[config.mk]
export PLATFORM = sky130hd
export DESIGN_NAME = rst_seq_ctrl
export DESIGN_NICKNAME = d
export VERILOG_FILES = /design/src/rtl/rst_seq_pkg.sv /design/src/rtl/rst_seq_cnt.sv /design/src/rtl/rst_seq_ctrl.sv
export SDC_FILE = /design/constraint.sdc
export NUM_CORES = 1
export LEC_CHECK = 0
export ABC_CLOCK_PERIOD_IN_PS = 2800
export BUFFER_PORTS_ARGS = -buffer_cell sky130_fd_sc_hd__buf_2
export CORE_AREA = 2 2 57 54
export DETAILED_ROUTE_END_ITERATION = 10
export DIE_AREA = 0 0 59 56
export GPL_ROUTABILITY_DRIVEN = 0
export PLACE_DENSITY = 0.83
export SLEW_MARGIN = 20
export SYNTH_ARGS = -nofsm -noshare
export SYNTH_HDL_FRONTEND = slang
export SYNTH_SLANG_ARGS = --single-unit
export TNS_END_PERCENT = 50
[constraint.sdc]
create_clock -name clk_p -period 2.8 [get_ports clk_p]
set_clock_uncertainty 0.15 [all_clocks]
set_input_delay 0 -clock clk_p [delete_from_list [all_inputs] [get_ports clk_p]]
set_output_delay 0 -clock clk_p [all_outputs]
set_load 0.03 [all_outputs]
[src/rtl/rst_seq_pkg.sv]
// Shared types and defaults for the reset sequencer.
// State encodings are fixed because state_o exposes them for debug.
package rst_seq_pkg;

  typedef enum logic [2:0] {
    S_WAIT_LOCK  = 3'd0,
    S_STABLE     = 3'd1,
    S_REL_PERIPH = 3'd2,
    S_REL_CORE   = 3'd3,
    S_INIT       = 3'd4,
    S_RUN        = 3'd5,
    S_FAULT      = 3'd6
  } state_e;

  localparam int DEF_LOCK_CYCLES    = 1024;
  localparam int DEF_HOLD_CYCLES    = 16;
  localparam int DEF_TIMEOUT_CYCLES = 65536;

  function automatic int clamp1(input int v);
    return (v < 1) ? 1 : v;
  endfunction

  function automatic int max3(input int a, input int b, input int c);
    int m;
    m = (a > b) ? a : b;
    return (m > c) ? m : c;
  endfunction

endpackage

[src/rtl/rst_seq_cnt.sv]
// Loadable saturating down-counter with zero and last-count flags.
// Load wins over decrement; the count never wraps below zero.
module rst_seq_cnt #(
  parameter int W = 8
) (
  input  logic         clk,
  input  logic         rst,
  input  logic         i_load,
  input  logic [W-1:0] i_val,
  input  logic         i_dec,
  output logic         o_zero,
  output logic         o_last
);

  logic [W-1:0] r_cnt;

  always_ff @(posedge clk or posedge rst) begin
    if (rst) begin
      r_cnt <= '0;
    end else if (i_load) begin
      r_cnt <= i_val;
    end else if (i_dec && (r_cnt != '0)) begin
      r_cnt <= r_cnt - 1'b1;
    end
  end

  assign o_zero = (r_cnt == '0);
  assign o_last = (r_cnt == W'(1));

endmodule

[src/rtl/rst_seq_ctrl.sv]
// Power-on / soft reset sequencer: lock wait, peripheral then core release, init.
// Define RST_SEQ_TIMEOUT_EN to enable the init timeout and FAULT state.
module rst_seq_ctrl
  import rst_seq_pkg::*;
#(
  parameter int LOCK_CYCLES    = DEF_LOCK_CYCLES,
  parameter int HOLD_CYCLES    = DEF_HOLD_CYCLES,
  parameter int TIMEOUT_CYCLES = DEF_TIMEOUT_CYCLES
) (
  input  logic       clk_p,
  input  logic       reset_p,
  input  logic       clk_locked,
  input  logic       soft_rst_req,
  input  logic       init_done,
  output logic       rst_n_out,
  output logic       core_rst,
  output logic       init_start,
  output logic       ready,
  output logic       init_err,
  output logic [2:0] state_o
);

  localparam int LOCK_C = clamp1(LOCK_CYCLES);
  localparam int HOLD_C = clamp1(HOLD_CYCLES);
  localparam int TMO_C  = clamp1(TIMEOUT_CYCLES);
  localparam int CW     = $clog2(max3(LOCK_C, HOLD_C, TMO_C)) + 1;

  localparam logic [CW-1:0] LOCK_LD = CW'(LOCK_C - 1);
  localparam logic [CW-1:0] HOLD_LD = CW'(HOLD_C - 1);

  state_e        r_state;
  state_e        w_nxt;
  logic          r_rst_n;
  logic          r_core_rst;
  logic          r_init_start;
  logic          r_ready;

  logic          w_cnt_load;
  logic [CW-1:0] w_cnt_val;
  logic          w_cnt_dec;
  logic          w_cnt_zero;
  logic          w_cnt_last_unused;
  logic          w_periph_on;
  logic          w_core_on;

`ifdef RST_SEQ_TIMEOUT_EN
  localparam logic [CW-1:0] TMO_LD = CW'(TMO_C);

  logic w_tmo_load;
  logic w_tmo_dec;
  logic w_tmo_last;
  logic w_tmo_zero_unused;
  logic w_err_set;
  logic w_err_clr;
  logic r_init_err;
`endif

  rst_seq_cnt #(.W(CW)) u_cnt (
    .clk    (clk_p),
    .rst    (reset_p),
    .i_load (w_cnt_load),
    .i_val  (w_cnt_val),
    .i_dec  (w_cnt_dec),
    .o_zero (w_cnt_zero),
    .o_last (w_cnt_last_unused)
  );

`ifdef RST_SEQ_TIMEOUT_EN
  rst_seq_cnt #(.W(CW)) u_tmo (
    .clk    (clk_p),
    .rst    (reset_p),
    .i_load (w_tmo_load),
    .i_val  (TMO_LD),
    .i_dec  (w_tmo_dec),
    .o_zero (w_tmo_zero_unused),
    .o_last (w_tmo_last)
  );
`endif

  always_comb begin
    w_nxt      = r_state;
    w_cnt_load = 1'b0;
    w_cnt_val  = LOCK_LD;
    w_cnt_dec  = 1'b0;
`ifdef RST_SEQ_TIMEOUT_EN
    w_tmo_load = 1'b0;
    w_tmo_dec  = 1'b0;
    w_err_set  = 1'b0;
    w_err_clr  = 1'b0;
`endif
    if ((r_state != S_WAIT_LOCK) && !clk_locked) begin
      w_nxt = S_WAIT_LOCK;
    end else if (soft_rst_req && (r_state != S_WAIT_LOCK) &&
                 (r_state != S_STABLE)) begin
      w_nxt      = S_STABLE;
      w_cnt_load = 1'b1;
`ifdef RST_SEQ_TIMEOUT_EN
      w_err_clr  = 1'b1;
`endif
    end else begin
      unique case (r_state)
        S_WAIT_LOCK: begin
          if (clk_locked) begin
            w_nxt      = S_STABLE;
            w_cnt_load = 1'b1;
          end
        end
        S_STABLE: begin
          if (w_cnt_zero) begin
            w_nxt      = S_REL_PERIPH;
            w_cnt_load = 1'b1;
            w_cnt_val  = HOLD_LD;
          end else begin
            w_cnt_dec = 1'b1;
          end
        end
        S_REL_PERIPH: begin
          if (w_cnt_zero) w_nxt = S_REL_CORE;
          else            w_cnt_dec = 1'b1;
        end
        S_REL_CORE: begin
          w_nxt = S_INIT;
`ifdef RST_SEQ_TIMEOUT_EN
          w_tmo_load = 1'b1;
`endif
        end
        S_INIT: begin
          if (init_done) begin
            w_nxt = S_RUN;
`ifdef RST_SEQ_TIMEOUT_EN
          end else if (w_tmo_last) begin
            w_nxt     = S_FAULT;
            w_err_set = 1'b1;
          end else begin
            w_tmo_dec = 1'b1;
`endif
          end
        end
        S_RUN:   w_nxt = S_RUN;
        S_FAULT: w_nxt = S_FAULT;
        default: w_nxt = S_WAIT_LOCK;
      endcase
    end
  end

  // Outputs are registered from the next state so they change on the same edge.
  assign w_periph_on = (w_nxt != S_WAIT_LOCK) && (w_nxt != S_STABLE);
  assign w_core_on   = (w_nxt == S_REL_CORE) || (w_nxt == S_INIT) ||
                       (w_nxt == S_RUN);

  always_ff @(posedge clk_p or posedge reset_p) begin
    if (reset_p) begin
      r_state      <= S_WAIT_LOCK;
      r_rst_n      <= 1'b0;
      r_core_rst   <= 1'b1;
      r_init_start <= 1'b0;
      r_ready      <= 1'b0;
    end else begin
      r_state      <= w_nxt;
      r_rst_n      <= w_periph_on;
      r_core_rst   <= !w_core_on;
      r_init_start <= (r_state == S_REL_CORE) && (w_nxt == S_INIT);
      r_ready      <= (w_nxt == S_RUN);
    end
  end

`ifdef RST_SEQ_TIMEOUT_EN
  always_ff @(posedge clk_p or posedge reset_p) begin
    if (reset_p) begin
      r_init_err <= 1'b0;
    end else if (w_err_set) begin
      r_init_err <= 1'b1;
    end else if (w_err_clr) begin
      r_init_err <= 1'b0;
    end
  end

  assign init_err = r_init_err;
`else
  assign init_err = 1'b0;
`endif

  assign rst_n_out  = r_rst_n;
  assign core_rst   = r_core_rst;
  assign init_start = r_init_start;
  assign ready      = r_ready;
  assign state_o    = r_state;

endmodule

==> results.tsv, run 1 <==
stage	metric	value	unit
placement	DP Cell Count	180	
drt	DRT antenna net count	0	
setup_path	crit path to	ready	
floorplanning	row count	18	
clock_tree	Clock Path Buffers	2	
drt	via count	1155	
floorplanning	num ports	13	
setup_path	Reg2Reg Depth	7	
clock_tree	CTS root buf	clkbuf_4	
synthesis	post-synthesis sequential area ratio	40.0	%
clock_tree	cts repair resizes	0	
setup_path	crit path max fanout	12	
synthesis	Syn Area/Cell	10.6	sq um
drt	first-pass iteration count of the detailed router	4	
setup_path	Buffers & Inverters on Critical Path	1	
final_layout	most frequent cells in the layout	dfrtp_1, nor2_1, buf_2, xnor2_1	
setup_path	worst reg2reg setup slack	400	ps
final_layout	commonest non-fill, non-tap cell in the layout	dfrtp_1	
sta	FMAX	416	MHz
setup_path	worst r2r dst	ready	
sta	final setup TNS	0	ps
min_path	Tightest Hold Check Type	input pin to flip-flop	
clock_tree	postcts setup bufs	0	
final_layout	Post-layout nets	165	
placement	placed cell areas	1570	sq um
global_routing	number of global-route vias before repair	1116	
sta	post-route clock period utilization	85.8	%
floorplanning	DIE WIDTH	59	microns
sta	RSZ-0062 raised after global routing	no	
final_layout	Layout Cell Area excl Fill	1630	sq um
power_and_ir_drop	maximum vdd drop	0.358	mV
synthesis	Primary FF master, synth	dfrtp_1	
drt	vias per inst	6.18	
final_layout	Filler cells	210	
synthesis	Mapped Cells	142	
final_layout	share of layout cells above drive strength 1	22.9	%
floorplanning	Core Area	2660	sq um
synthesis	Synth Warn #	0	
global_routing	GRT Residual Overflow	0	
synthesis	syn_nets	149	
power_and_ir_drop	Pwr Density	416	nW/um^2
floorplanning	die area	3300	sq um
final_layout	Area Growth Syn to Fin	8.57	%
global_routing	first-pass GRT wire length	5090	microns
global_routing	largest net degree at the start of global routing	25	
placement	input/output buffers	11	
setup_path	critical path depth in cells	7	
clock_tree	# clock sinks	24	
clock_tree	CTS tree	yes	
drt	drt wl/cell	15.6	microns
setup_path	Worst path slowest cell	dfrtp_1	
drt	metal3 WL	129	microns
drt	DR WL met2	1440	microns
clock_tree	clk_lat worst skew	320	ps
setup_path	slowest stage delay, CP	430	ps
setup_path	CP Cell Sequence	inv_1 -> ha_1 -> nor4b_1 -> and4_4 -> mux2_1 -> o22ai_1 -> and3_1	
final_layout	Finished Layout Cells	187	
setup_path	CP Launch Type	flip-flop	
global_routing	GR Util All Layers	19.7	%
final_layout	area of the multi-input gates	838	sq um
synthesis	asr flop ratio synth	100	%
synthesis	Netlist Area Pre-Place	1500	sq um
setup_path	Critical R2R Launch	u_cnt.r_cnt[0]	
flow_run	Max-cap violations	0	
global_routing	antenna violations before repair	0	
clock_tree	hold_buf cts	3	
setup_path	CP delay by family, top	simple AND/OR/NAND/NOR gates	
power_and_ir_drop	Power Total	0.000680	W
clock_tree	clk slew on worst S/H paths	130	ps
drt	first-iteration detailed-routing DRC count	42	
setup_path	launch point of the critical path	u_cnt.r_cnt[0]	
sta	Slew @ Worst Pin	902	ps
drt	M1 WL	1320	microns
sta	Final Max Tran Viols	0	
setup_path	CP Data Arrival Time	2520	ps
sta	Setup-failing EPs final	0	
floorplanning	Starting Density	56.6	%
sta	crit path time final	2400	ps
power_and_ir_drop	Leak	0.685	nW
final_layout	Diodes inserted	0	
clock_tree	CTS Buf Count	3	
placement	hpwl dp	2120	microns
drt	Routed WL	2910	microns
final_layout	FF+latch area	602	sq um
floorplanning	Die Y	56	microns
synthesis	EDFF count, synth	0	
sta	final hold violation count	0	
setup_path	Critical Path End Type	flip-flop	
drt	Top Metal Used	met4	
clock_tree	H-tree Lvls	1	
setup_path	required time of the critical path	2910	ps
sta	Max-slew headroom	39.8	%
setup_path	CP Class	flip-flop to flip-flop	
status	status	finished, final reports clean	
synthesis	synth unique cells	46	
drt	# DRC	0	
synthesis	post-synthesis register bit count	24	
-- sequential cells by signal (all words and copies together), names as in the netlist --
name	count
ready	1
rst_n_out	1
u_cnt.r_cnt	17
core_rst	1
init_start	1
state_o	3
-- cells by family after synthesis --
logic type | synth area share, %
AO/OA/AOI/OAI | 17.7
XOR/XNOR | 5.82
adder cells (fa/ha/maj) | 1.66
buffers and inverters | 4.24
flip-flops | 40.0
multiplexers | 0.749
other | 0.249
AND/OR/NAND/NOR | 29.5
-- final cells by class --
| type | count | area share [%] |
|---|---|---|
| multi-input combinational | 108 | 51.3 |
| tap | 30 | 2.30 |
| clock buffer | 4 | 2.22 |
| timing repair buffer | 16 | 6.13 |
| inverter | 5 | 1.15 |
| sequential | 24 | 36.9 |
-- metrics by stage --
stage	utilization, %	hold slack (ps)	setup WS [ps]
2_1_floorplan	-	-136	753
3_3_place_gp	58.9	71.8	557
3_5_place_dp	58.9	87.5	465
4_1_cts	61.4	115	427
5_1_grt	61.4	130	191
6_report	61.4	133	397
-- worst min-delay path by stage --
stage | startpoint | to | slack [ps] | depth (start not counted)
finish | init_done | core_rst | 130 | 6
global route | init_done | core_rst | 130 | 6
CTS | init_done | core_rst | 120 | 6
detailed placement | reset_p | rst_n_out | 90 | 2
global placement | reset_p | rst_n_out | 70 | 2
floorplan | reset_p | init_start | -140 | 1
-- cells in the mapped netlist (3+ instances only) --
master | instances | area share [%]
o22a_1 | 5 | 2.9
nand2b_1 | 3 | 1.2
a21oi_1 | 9 | 3.0
inv_1 | 5 | 1.2
nor3b_1 | 4 | 2.0
nor4_1 | 4 | 1.7
xnor2_1 | 10 | 5.8
nor2_1 | 16 | 4.0
a2bb2oi_2 | 3 | 3.0
nor3_1 | 6 | 2.0
nand2_1 | 9 | 2.2
buf_4 | 3 | 1.5
dfrtp_1 | 23 | 38
-- power by group --
| part | internal (W) | total (W) | switching (W) |
|---|---|---|---|
| Clock | 0.0000796 | 0.000187 | 0.000108 |
| Combinational | 0.0000427 | 0.0000965 | 0.0000538 |
| Sequential | 0.000365 | 0.000396 | 0.0000315 |
-- per-layer routing --
layer	vias to the layer above	global-route usage [%]
li1	544	-
met1	581	26.1
met2	28	31.7
met3	2	5.58
met4	0	3.90
met5	-	0
-- tightest hold or removal path: stages --
cell and delay, ps:
buf_2 80, nor2_1 30, a21oi_1 130, nor2_1 50, o22ai_1 210, a31oi_1 120
No activity file was read; power rests on OpenSTA's default activity.
==> run 2: changes to the inputs <==
--- a/config.mk
+++ b/config.mk
@@ -5,7 +5,7 @@
 export SDC_FILE = /design/constraint.sdc
 export NUM_CORES = 1
 export LEC_CHECK = 0
-export ABC_CLOCK_PERIOD_IN_PS = 2800
+export ABC_CLOCK_PERIOD_IN_PS = 2500
 export BUFFER_PORTS_ARGS = -buffer_cell sky130_fd_sc_hd__buf_2
 export CORE_AREA = 2 2 57 54
 export DETAILED_ROUTE_END_ITERATION = 10
==> constraint.sdc (replaced) <==
create_clock -name clk_p -period 2.5 [get_ports clk_p]
set_clock_uncertainty 0.15 [all_clocks]
set_input_delay 0 -clock clk_p [delete_from_list [all_inputs] [get_ports clk_p]]
set_output_delay 0 -clock clk_p [all_outputs]
set_load 0.03 [all_outputs]
==> results.tsv, run 2 (synthesis results as in run 1) <==
stage	metric	value	unit	change
setup_path	crit path max fanout	12		unchanged
global_routing	GR Util All Layers	20.2	%	was 19.7%
sta	final hold violation count	0		unchanged
setup_path	CP Data Arrival Time	2380	ps	was 2520 ps
floorplanning	num ports	13		unchanged
floorplanning	Core Area	2660	sq um	unchanged
clock_tree	clk slew on worst S/H paths	140	ps	was 130 ps
clock_tree	CTS root buf	clkbuf_4		unchanged
placement	hpwl dp	2210	microns	was 2120 microns
setup_path	CP Cell Sequence	inv_1 -> ha_1 -> nor4b_1 -> and4_4 -> a2bb2oi_4 -> a2bb2oi_1 -> o22a_1		was inv_1 -> ha_1 -> nor4b_1 -> and4_4 -> mux2_1 -> o22ai_1 -> and3_1
final_layout	Post-layout nets	167		was 165
flow_run	Max-cap violations	0		unchanged
clock_tree	Clock Path Buffers	2		unchanged
clock_tree	CTS tree	yes		unchanged
final_layout	share of layout cells above drive strength 1	23.9	%	was 22.9%
sta	post-route clock period utilization	90.3	%	was 85.8%
sta	Slew @ Worst Pin	897	ps	was 902 ps
global_routing	number of global-route vias before repair	1140		was 1116
setup_path	CP delay by family, top	compound AO/OA/AOI/OAI gates		was simple AND/OR/NAND/NOR gates
clock_tree	H-tree Lvls	1		unchanged
placement	pre-CTS setup slack	279	ps	was 465 ps
clock_tree	postcts setup bufs	0		unchanged
clock_tree	# clock sinks	24		unchanged
floorplanning	Starting Density	56.6	%	unchanged
sta	Final Max Tran Viols	0		unchanged
clock_tree	hold_buf cts	3		unchanged
drt	first-iteration detailed-routing DRC count	53		was 42
floorplanning	Die Y	56	microns	unchanged
floorplanning	row count	18		unchanged
floorplanning	die area	3300	sq um	unchanged
final_layout	Top reg by flops	u_cnt.r_cnt		unchanged
final_layout	Filler cells	214		was 210
global_routing	GRT Residual Overflow	0		unchanged
sta	FMAX	443	MHz	was 416 MHz
global_routing	antenna violations before repair	0		unchanged
setup_path	Critical Path End Type	flip-flop		unchanged
sta	final setup TNS	0	ps	unchanged
drt	drt wl/cell	16.4	microns	was 15.6 microns
setup_path	CP Launch Type	flip-flop		unchanged
power_and_ir_drop	Leak	0.695	nW	was 0.685 nW
drt	DRT antenna net count	0		unchanged
min_path	Tightest Hold Check Type	input pin to flip-flop		unchanged
global_routing	largest net degree at the start of global routing	25		unchanged
setup_path	Worst path slowest cell	dfrtp_1		unchanged
clock_tree	cts repair resizes	0		unchanged
final_layout	Largest register FFs	17		unchanged
final_layout	Diodes inserted	0		unchanged
clock_tree	clk_lat worst skew	320	ps	about the same
sta	Setup-failing EPs final	0		unchanged
placement	input/output buffers	11		unchanged
drt	via count	1172		was 1155
power_and_ir_drop	maximum vdd drop	0.317	mV	was 0.358 mV
sta	RSZ-0062 raised after global routing	no		unchanged
drt	# DRC	0		unchanged
power_and_ir_drop	Pwr Density	462	nW/um^2	was 416 nW/um^2
setup_path	required time of the critical path	2620	ps	was 2910 ps
floorplanning	DIE WIDTH	59	microns	unchanged
setup_path	Buffers & Inverters on Critical Path	1		unchanged
setup_path	CP Class	flip-flop to flip-flop		unchanged
status	status	finished, final reports clean		unchanged
drt	first-pass iteration count of the detailed router	4		unchanged
drt	Routed WL	3100	microns	was 2910 microns
sta	Worst Slack Setup Final	243	ps	was 397 ps
sta	Max-slew headroom	40.1	%	was 39.8%
final_layout	commonest non-fill, non-tap cell in the layout	dfrtp_1		unchanged
sta	crit path time final	2260	ps	was 2400 ps
final_layout	Area Growth Syn to Fin	9.57	%	was 8.57%
final_layout	most frequent cells in the layout	dfrtp_1, nor2_1, buf_2, xnor2_1		unchanged
power_and_ir_drop	Power Total	0.000761	W	was 0.000680 W
setup_path	slowest stage delay, CP	430	ps	about the same
drt	vias per inst	6.20		was 6.18
global_routing	first-pass GRT wire length	5240	microns	was 5090 microns
clock_tree	CTS Buf Count	3		unchanged
[run 2: worst paths after layout]
path | from | to | slack (ps) | cells after the start
setup / recovery | u_cnt.r_cnt[0] | u_cnt.r_cnt[6] | 240 | 7
hold / removal | init_done | core_rst | 130 | 6
setup reg to reg | u_cnt.r_cnt[0] | u_cnt.r_cnt[6] | 240 | 7
hold reg to reg | u_cnt.r_cnt[16] | u_cnt.r_cnt[16] | 440 | 2
max in group asynchronous | reset_p | init_start | 1390 | 3
min in group asynchronous | reset_p | u_cnt.r_cnt[13] | 250 | 3
[run 2: final cells by class]
class	instances	area [sq um]	share of cell area (%)
sequential	24	602	36.5
multi-input combinational	108	838	50.9
tap	30	37.5	2.28
clock buffer	4	36.3	2.20
inverter	5	18.8	1.14
timing repair buffer	18	115	6.99
[run 2: power by group]
group | switching [W] | internal [W] | total [W]
Sequential | 0.0000354 | 0.000408 | 0.000444
Clock | 0.000117 | 0.0000890 | 0.000206
Combinational | 0.0000618 | 0.0000492 | 0.000111
Total | 0.000214 | 0.000547 | 0.000761
[run 2: metal layers]
| metal | global-route usage [%] | wire (microns) | vias to the layer above |
|---|---|---|---|
| met5 | 0 | 0 | - |
| met4 | 3.57 | 0 | 0 |
| met3 | 5.12 | 149 | 0 |
| met2 | 31.7 | 1510 | 33 |
| met1 | 28.1 | 1430 | 589 |
| li1 | - | - | 550 |
[run 2: tightest hold or removal path, delay by kind of cell]
kind / cells / cell delay (ps)
buf+inv: 1 / 70
compound gates: 3 / 460
simple gates: 2 / 80
[run 2: through the flow]
stage,util [%],cell area (sq um),hold slack [ps],std cells
2_1_floorplan,-,1500,-136,142
3_3_place_gp,59.5,1580,71.9,182
3_5_place_dp,59.5,1580,88.8,182
4_1_cts,62.0,1650,121,189
5_1_grt,62.0,1650,141,189
6_report,62.0,1650,134,189
==> run 3: changes to the inputs <==
--- a/config.mk
+++ b/config.mk
@@ -7,11 +7,11 @@
 export LEC_CHECK = 0
 export ABC_CLOCK_PERIOD_IN_PS = 2500
 export BUFFER_PORTS_ARGS = -buffer_cell sky130_fd_sc_hd__buf_2
-export CORE_AREA = 2 2 57 54
+export CORE_AREA = 2 2 64 60
 export DETAILED_ROUTE_END_ITERATION = 10
-export DIE_AREA = 0 0 59 56
+export DIE_AREA = 0 0 66 62
 export GPL_ROUTABILITY_DRIVEN = 0
-export PLACE_DENSITY = 0.83
+export PLACE_DENSITY = 0.7
 export SLEW_MARGIN = 20
 export SYNTH_ARGS = -nofsm -noshare
 export SYNTH_HDL_FRONTEND = slang
==> results.tsv, run 3 (synthesis results as in run 1) <==
stage	metric	value	unit	change
clock_tree	clk_lat worst skew	270	ps	was 320 ps
final_layout	share of layout cells above drive strength 1	25.0	%	was 23.9%
final_layout	Area Growth Syn to Fin	14.5	%	was 9.57%
drt	DR WL met2	1510	microns	about the same
floorplanning	row count	21		was 18
setup_path	required time of the critical path	2560	ps	was 2620 ps
drt	drt wl/cell	14.8	microns	was 16.4 microns
min_path	Tightest Hold Check Type	input pin to flip-flop		unchanged
drt	# DRC	0		unchanged
setup_path	CP Launch Type	flip-flop		unchanged
sta	FMAX	425	MHz	was 443 MHz
sta	Final Max Tran Viols	0		unchanged
final_layout	Layout Cell Area excl Fill	1720	sq um	was 1650 sq um
placement	input/output buffers	11		unchanged
sta	Slew @ Worst Pin	939	ps	was 897 ps
drt	Top Metal Used	met4		was met3
global_routing	GRT Residual Overflow	0		unchanged
sta	post-route clock period utilization	94.2	%	was 90.3%
drt	Routed WL	3050	microns	was 3100 microns
setup_path	crit path max fanout	6		was 12
global_routing	first-pass GRT wire length	5190	microns	was 5240 microns
global_routing	antenna violations before repair	0		unchanged
sta	worst hold slack	186	ps	was 134 ps
floorplanning	DIE WIDTH	66	microns	was 59 microns
floorplanning	Die Y	62	microns	was 56 microns
global_routing	number of global-route vias before repair	1157		was 1140
setup_path	Worst path slowest cell	dfrtp_1		unchanged
flow_run	Max-cap violations	0		unchanged
setup_path	CP delay by family, top	simple AND/OR/NAND/NOR gates		was compound AO/OA/AOI/OAI gates
clock_tree	clk slew on worst S/H paths	90	ps	was 140 ps
drt	metal3 WL	103	microns	was 149 microns
clock_tree	Clock Path Buffers	2		unchanged
final_layout	Top reg by flops	u_cnt.r_cnt		unchanged
setup_path	CP Data Arrival Time	2410	ps	was 2380 ps
setup_path	Buffers & Inverters on Critical Path	1		unchanged
setup_path	slowest stage delay, CP	420	ps	was 430 ps
drt	M1 WL	1420	microns	was 1430 microns
placement	hpwl dp	2200	microns	was 2210 microns
placement	placed cell areas	1610	sq um	was 1580 sq um
sta	final hold violation count	0		unchanged
sta	crit path time final	2350	ps	was 2260 ps
floorplanning	die area	4090	sq um	was 3300 sq um
drt	first-pass iteration count of the detailed router	4		unchanged
clock_tree	CTS root buf	clkbuf_8		was clkbuf_4
status	status	finished, final reports clean		unchanged
setup_path	CP Cell Sequence	inv_1 -> ha_1 -> nor4b_1 -> and4_4 -> mux2_1 -> o22ai_1 -> and3_1		was inv_1 -> ha_1 -> nor4b_1 -> and4_4 -> a2bb2oi_4 -> a2bb2oi_1 -> o22a_1
sta	Max-slew headroom	37.3	%	was 40.1%
floorplanning	Starting Density	42.7	%	was 56.6%
power_and_ir_drop	maximum vdd drop	0.247	mV	was 0.317 mV
final_layout	Largest register FFs	17		unchanged
power_and_ir_drop	Leak	0.716	nW	was 0.695 nW
final_layout	Diodes inserted	0		unchanged
power_and_ir_drop	Pwr Density	524	nW/um^2	was 462 nW/um^2
clock_tree	CTS Buf Count	3		unchanged
global_routing	largest net degree at the start of global routing	25		unchanged
clock_tree	CTS tree	yes		unchanged
clock_tree	# clock sinks	24		unchanged
drt	via count	1111		was 1172
drt	first-iteration detailed-routing DRC count	33		was 53
global_routing	GR Util All Layers	16.6	%	was 20.2%
drt	vias per inst	5.39		was 6.20
final_layout	most frequent cells in the layout	dfrtp_1, nor2_1, buf_2, xnor2_1		unchanged
final_layout	Post-layout nets	168		was 167
drt	DRT antenna net count	0		unchanged
floorplanning	num ports	13		unchanged
setup_path	CP Class	flip-flop to flip-flop		unchanged
sta	Setup-failing EPs final	0		unchanged
floorplanning	Core Area	3520	sq um	was 2660 sq um
clock_tree	H-tree Lvls	1		unchanged
setup_path	Critical Path End Type	flip-flop		unchanged
final_layout	commonest non-fill, non-tap cell in the layout	dfrtp_1		unchanged
==> run 3: cell types whose count changed in the layout (fill, tap and decap cells not counted) <==
cell	change
a31oi_4	+1
a31oi_2	-1
bufinv_16	+1
buf_4	+1
clkbuf_8	+2
nand2b_2	+1
nand2b_1	-1
clkbuf_4	-3
==> run 3: where the power goes <==
part | switching, W | leakage (nW) | internal [W]
combinational | 0.0000647 | 0.392 | 0.0000530
clock | 0.000130 | 0.0357 | 0.000214
sequential | 0.0000321 | 0.288 | 0.000408
total | 0.000226 | 0.716 | 0.000675
==> run 3: final timing paths <==
check,cells after the start,from,endpoint,slack [ps]
max in group asynchronous,3,reset_p,u_cnt.r_cnt[1],1290
hold reg to reg,2,u_cnt.r_cnt[15],u_cnt.r_cnt[15],420
hold / removal,6,init_done,core_rst,190
setup reg to reg,7,u_cnt.r_cnt[0],ready,150
setup / recovery,7,u_cnt.r_cnt[0],ready,150
min in group asynchronous,3,reset_p,u_cnt.r_cnt[11],340
==> run 3: worst reg2reg max path: stages (launching register included) <==
cell and delay (ps):
dfrtp_1 420, inv_1 100, ha_1 150, nor4b_1 380, and4_4 370, mux2_1 340
o22ai_1 190, and3_1 200
==> run 3: layer usage <==
metal,GRT usage (%),up-vias
met3,4.14,2
met5,0,-
met2,30.6,22
met4,3.50,0
li1,-,551
met1,20.0,536
==> run 3: cell type report <==
cell class,instances,area [sq um]
clock buffer,3,41.3
clock inverter,1,30.0
fill,329,1800
inverter,5,18.8
multi-input combinational,108,850
sequential,24,602
tap,46,57.6
timing repair buffer,19,123
==> run 3: repair_timing <==
item,4_1_cts,5_1_grt
hold buffers,3,0
setup buffers,0,0
resized for setup,0,2
hold endpoints to repair,30,0
endpoints found under the setup margin,0,11
==> run 3: stage by stage <==
step           total power (W)  std cells  setup WS [ps]  TNS [ps]  utilization, %
3_5_place_dp          0.000560        199            223         0            45.7
2_1_floorplan         0.000529        142            453         0               -
4_1_cts               0.000914        206            158         0            48.6
5_1_grt               0.000942        206          -2.52     -2.52            48.9
3_3_place_gp          0.000553        199            342         0            45.7
6_report              0.000902        206            146         0            48.9
